## src/rtl/uart_tx_param.sv

```systemverilog
// uart_tx_param: parametrised UART transmitter.
// One DATA_BITS word per valid/ready handshake is framed as start bit,
// LSB-first data, optional even/odd parity and one or two stop bits.
// Bit timing comes from a clock-enable counter in the clk domain.
module uart_tx_param #(
    parameter int CLK_FREQ  = 1000000,
    parameter int BAUD_RATE = 9600,
    parameter int DATA_BITS = 8,
    parameter int PARITY    = 0,   // 0 = none, 1 = even, 2 = odd
    parameter int STOP_BITS = 1
) (
    input  logic                 clk,
    input  logic                 rst,
    input  logic                 tx_valid,
    input  logic [DATA_BITS-1:0] tx_data,
    output logic                 tx_ready,
    output logic                 tx,
    output logic                 busy,
    output logic                 donetx
);

    localparam int CLKS_PER_BIT = CLK_FREQ / BAUD_RATE;
    localparam int CNT_W        = (CLKS_PER_BIT > 2) ? $clog2(CLKS_PER_BIT) : 1;
    localparam int IDX_W        = $clog2(DATA_BITS);

    // Parameter sanity: a bad configuration must never build silently.
    if (CLKS_PER_BIT < 2) begin : g_bad_baud
        $fatal(1, "uart_tx_param: CLKS_PER_BIT must be >= 2");
    end
    if (DATA_BITS < 5 || DATA_BITS > 9) begin : g_bad_data_bits
        $fatal(1, "uart_tx_param: DATA_BITS must be 5..9");
    end
    if (PARITY < 0 || PARITY > 2) begin : g_bad_parity
        $fatal(1, "uart_tx_param: PARITY must be 0, 1 or 2");
    end
    if (STOP_BITS != 1 && STOP_BITS != 2) begin : g_bad_stop_bits
        $fatal(1, "uart_tx_param: STOP_BITS must be 1 or 2");
    end

    typedef enum logic [2:0] {
        ST_IDLE,
        ST_START,
        ST_DATA,
        ST_PARITY,
        ST_STOP
    } state_t;

    state_t                 state_q, state_d;
    logic [CNT_W-1:0]       cnt_q, cnt_d;
    logic [IDX_W-1:0]       idx_q, idx_d;     // data bit index, reused as stop-bit index
    logic [DATA_BITS-1:0]   data_q, data_d;
    logic                   tx_q, tx_d;
    logic                   donetx_q, donetx_d;

    logic                   bit_end;
    logic                   parity_bit;

    assign bit_end    = (cnt_q == CNT_W'(CLKS_PER_BIT - 1));
    assign parity_bit = (PARITY == 2) ? ~(^data_q) : (^data_q);

    // State, counters, latched word and the registered line output.
    // NOTE: sequential state uses non-blocking assignments only, so every
    // register samples the values from before the edge regardless of order.
    always_ff @(posedge clk or posedge rst) begin
        if (rst) begin
            state_q  <= ST_IDLE;
            cnt_q    <= '0;
            idx_q    <= '0;
            data_q   <= '0;
            tx_q     <= 1'b1;
            donetx_q <= 1'b0;
        end else begin
            state_q  <= state_d;
            cnt_q    <= cnt_d;
            idx_q    <= idx_d;
            data_q   <= data_d;
            tx_q     <= tx_d;
            donetx_q <= donetx_d;
        end
    end

    // Next-state logic; tx_d is the line level the next state must show.
    // NOTE: every output of this block is given a default first, so no path
    // through the case statement can leave a value unassigned (no latches).
    always_comb begin
        state_d  = state_q;
        cnt_d    = cnt_q;
        idx_d    = idx_q;
        data_d   = data_q;
        tx_d     = tx_q;
        donetx_d = 1'b0;

        if (state_q != ST_IDLE) begin
            cnt_d = bit_end ? '0 : cnt_q + CNT_W'(1);
        end

        case (state_q)
            ST_IDLE: begin
                if (tx_valid) begin
                    state_d = ST_START;
                    cnt_d   = '0;
                    idx_d   = '0;
                    data_d  = tx_data;
                    tx_d    = 1'b0;
                end
            end
            ST_START: begin
                if (bit_end) begin
                    state_d = ST_DATA;
                    idx_d   = '0;
                    tx_d    = data_q[0];
                end
            end
            ST_DATA: begin
                if (bit_end) begin
                    if (idx_q == IDX_W'(DATA_BITS - 1)) begin
                        idx_d = '0;
                        if (PARITY != 0) begin
                            state_d = ST_PARITY;
                            tx_d    = parity_bit;
                        end else begin
                            state_d = ST_STOP;
                            tx_d    = 1'b1;
                        end
                    end else begin
                        idx_d = idx_q + IDX_W'(1);
                        tx_d  = data_q[idx_q + IDX_W'(1)];
                    end
                end
            end
            ST_PARITY: begin
                if (bit_end) begin
                    state_d = ST_STOP;
                    idx_d   = '0;
                    tx_d    = 1'b1;
                end
            end
            ST_STOP: begin
                if (bit_end) begin
                    if (idx_q == IDX_W'(STOP_BITS - 1)) begin
                        state_d  = ST_IDLE;
                        idx_d    = '0;
                        donetx_d = 1'b1;
                    end else begin
                        idx_d = idx_q + IDX_W'(1);
                    end
                end
            end
            default: begin
                state_d = ST_IDLE;
                tx_d    = 1'b1;
            end
        endcase
    end

    assign tx       = tx_q;
    assign busy     = (state_q != ST_IDLE);
    assign tx_ready = (state_q == ST_IDLE);
    assign donetx   = donetx_q;

endmodule

```

## config.mk

```make
export PLATFORM = sky130hd
export DESIGN_NAME = uart_tx_param
export DESIGN_NICKNAME = d
export VERILOG_FILES = /design/src/rtl/uart_tx_param.sv
export SDC_FILE = /design/constraint.sdc
export NUM_CORES = 1
export LEC_CHECK = 0
export BUFFER_PORTS_ARGS = -buffer_cell sky130_fd_sc_hd__clkbuf_2
export CORE_UTILIZATION = 45
export DETAILED_ROUTE_END_ITERATION = 12
export GPL_TIMING_DRIVEN = 0
export PLACE_DENSITY = 0.78
export SLEW_MARGIN = 20
export SYNTH_ARGS = -nofsm -noshare
export SYNTH_HDL_FRONTEND = slang
export SYNTH_SLANG_ARGS = --single-unit
```

## constraint.sdc

```tcl
create_clock -name clk -period 2.05 [get_ports clk]
set_input_delay 0.41 -clock clk [delete_from_list [all_inputs] [get_ports clk]]
set_output_delay 0.41 -clock clk [all_outputs]
set_load 0.01 [all_outputs]
```

==> results.json <==
{
  "dr_wl_met2_mm": 1.35,
  "syn_inst": 124,
  "synthSimpleGateAreaFrac_pct": 16.7,
  "layout.nets": 159,
  "avgSynthCellArea_um2": 10.8,
  "min_period_over_period_pct": 97.0,
  "cp.required_ns": 2.30,
  "grt_pass1_vias": 1094,
  "routed_wl_mm": 2.55,
  "numCtsBuffers": 3,
  "highest_layer": "met4",
  "cts.sinks": 23,
  "seq_area_frac_synth_pct": 43.1,
  "drc": 0,
  "grt_setup_unrepaired": "yes",
  "reg2reg_to": "tx",
  "die_y_um": 56.5,
  "p_per_area_mw_per_mm2": 1310,
  "htree_levels": 1,
  "maxSlewHeadroom_pct": 43.2,
  "ios": 15,
  "n_fill_cell": 250,
  "syn-num-nets": 139,
  "grt_pass1_wl_mm": 4.66,
  "grt_start_max_net_pins": 24,
  "p_leak_uw": 0.000661,
  "clock_latency_ns": 0.32,
  "num_vias": 1018,
  "drt-initial-drc-count": 13,
  "ff_latch_area_um2": 579,
  "io_buffer_count": 14,
  "grt_antenna_before_repair": 0,
  "ys_types": 41,
  "viasPerCell": 5.85,
  "drive_above_1_share_pct": 31.5,
  "syn_to_final_growth_pct": 12.8,
  "cts-hold-fix-buffers": 0,
  "synthAdderAreaFrac_pct": 3.74,
  "fin_worst_skew_ns": 0.0128,
  "tightest_slew_ns": 0.851,
  "dieArea_mm2": 0.00319,
  "critPathSlowestCell": "mux4_2",
  "yosys_most_used_dff": "dfrtp_1",
  "min_path_type": "input port to asynchronous set/reset pin",
  "cts_tree": "yes",
  "setup_viol": 0,
  "wire_per_inst_um": 14.6,
  "cts_max_path_buffers": 2,
  "reg2reg_depth": 6,
  "cp_data_arrival_time_ns": 2.24,
  "path_class": "flop to flop",
  "rrSetupSlack_ns": 0.06,
  "critPathLaunchType": "flop",
  "endpoint_kind": "flop",
  "root_buffer": "clkbuf_4",
  "fin_util_pct": 54.3,
  "clk_transition_reported_paths_ns": 0.13,
  "synth.ff_latch_count": 23,
  "synth_edf_count": 0,
  "firstDrtPassIters": 4,
  "fmax_mhz": 503,
  "ant_nets": 0,
  "period_needed_ns": 1.99,
  "synth_area_leader_cell": "dfrtp_1",
  "wl_met3_um": 54,
  "cp_cell_sequence": "ha_4 > ha_4 > mux4_2 > mux2i_1 > nor3b_1 > o32a_1",
  "row_count": 19,
  "synthTopCellsByArea": "dfrtp_1 41%, mux2_4 9.0%, ha_1 3.7%",
  "total_power_uw": 1980,
  "synth_compound_area_share_pct": 13.8,
  "core_area_mm2": 0.00278,
  "gr-usage-all-layers_pct": 18.6,
  "r2r_start": "idx_q[1]",
  "synth_top_family_by_area": "simple AND/OR/NAND/NOR gates",
  "final_hold_viol_count": 0,
  "crit_top_cell": "ha_4",
  "crit_path_max_incr_delay_ns": 0.50,
  "synthMuxAreaShare_pct": 15.6,
  "synth_top_cell_area_share_pct": 41.2,
  "routedLengthMet1_mm": 1.09,
  "synthXorXnorAreaFrac_pct": 0,
  "synthesis.area_mm2": 0.00134,
  "start_util_pct": 48.1,
  "maxCapViolCount": 0,
  "async_reset_ff_share_pct": 100,
  "antenna_cells": 0,
  "chipWidth_um": 56.5,
  "outcome": "completed",
  "yosysWarnings": 0,
  "irDropWorstVdd_v": 0.000886,
  "grt_overflow": 0,
  "globalplace.congestion": 0.826,
  "multi_input_area_um2": 692,
  "slew_violations": 0,
  "cp_max_fo": 3,
  "hpwl_mm": 1.93
}
worst max-delay path by stage:
stage               startpoint  to  slack, ns
CTS                   idx_q[0]  tx      0.001
floorplan             idx_q[0]  tx       0.01
detailed placement    idx_q[0]  tx      -0.18
global route          idx_q[1]  tx      -0.03
finish                idx_q[1]  tx       0.06
global placement      idx_q[0]  tx      -0.12
cells in the final DEF, fill, tap and decap left out, types with 2 or more instances in the layout:
| cell | instances |
|---|---|
| a21oi_1 | 6 |
| and3_1 | 2 |
| nor2_1 | 7 |
| buf_6 | 2 |
| nand2_1 | 9 |
| o22a_1 | 2 |
| nor3_1 | 2 |
| dfrtp_2 | 2 |
| dfrtp_1 | 20 |
| nand2b_1 | 3 |
| nand3_1 | 5 |
| ha_4 | 2 |
| clkbuf_2 | 14 |
| clkbuf_4 | 3 |
| mux4_2 | 2 |
| inv_1 | 9 |
| a31oi_1 | 4 |
| nor3b_1 | 3 |
| o21ai_0 | 7 |
| mux2_4 | 8 |
| mux2_2 | 3 |
| o32ai_1 | 2 |
| ha_1 | 2 |
area by class of cell:
cell class	count	share of cell area (%)
clock inverters	1	0.332
flip-flops and latches	23	38.4
multi-input cells	86	45.9
inverters	10	2.82
well taps	31	2.57
plain buffers	5	3.40
clock buffers	3	1.49
repair buffers	15	5.14
kinds of logic after synthesis:
kind of cell / count (synthesis)
compound gates: 28
fa+ha+maj: 4
buf+inv: 15
flops: 23
mux: 14
simple gates: 40
cell usage after synthesis, drive strengths merged, types with 2 or more instances:
cell type / n
nand2: 9
ha: 4
o22a: 2
nand3: 5
o32ai: 2
inv: 9
and2: 2
nor2: 7
dfrtp: 22
nor3: 2
nand2b: 3
mux4: 2
a31oi: 4
nor3b: 4
a21oi: 6
and3: 2
buf: 4
mux2: 11
o21ai: 7
flip-flops by register name (all words and copies together), names as in the netlist:
signal   count
cnt_q        7
data_q       8
donetx       1
idx_q        3
state_q      3
tx           1
critical path, delay by kind of cell, from the launching register on:
family / cells / cell delay, ns
multiplexers: 2 / 0.65
adder cells (fa/ha/maj): 2 / 0.47
AO/OA/AOI/OAI: 1 / 0.31
AND/OR/NAND/NOR: 1 / 0.06
flip-flops: 1 / 0.44
report_power, final:
part           internal [uW]  switching [uW]
Combinational            509             441
Clock                   73.2             139
Sequential               649             168
timing repair:
action,4_1_cts,5_1_grt
gates resized for setup,3,2
pin swaps,1,1
hold endpoints to repair,0,0
buffers inserted,1,0
cloned,0,0
setup endpoints to repair,1,2
through the flow:
stage               setup WS (ns)  cells  instance area [um2]  hold WS (ns)  setup TNS, ns
floorplan                  0.0100    124                 1340         0.411              0
global placement           -0.122    169                 1450         0.492         -0.122
detailed placement         -0.177    169                 1450         0.497         -0.177
CTS                       0.00104    174                 1500         0.246              0
global route              -0.0306    174                 1510         0.300        -0.0306
finish                     0.0618    174                 1510         0.217              0
per-layer routing:
metal / track usage [%] / vias up
li1: - / 490
met1: 21.8 / 508
met2: 33.8 / 15
met3: 1.38 / 5
met4: 9.41 / 0
met5: 0 / -
(Power assumes the default switching activity.)
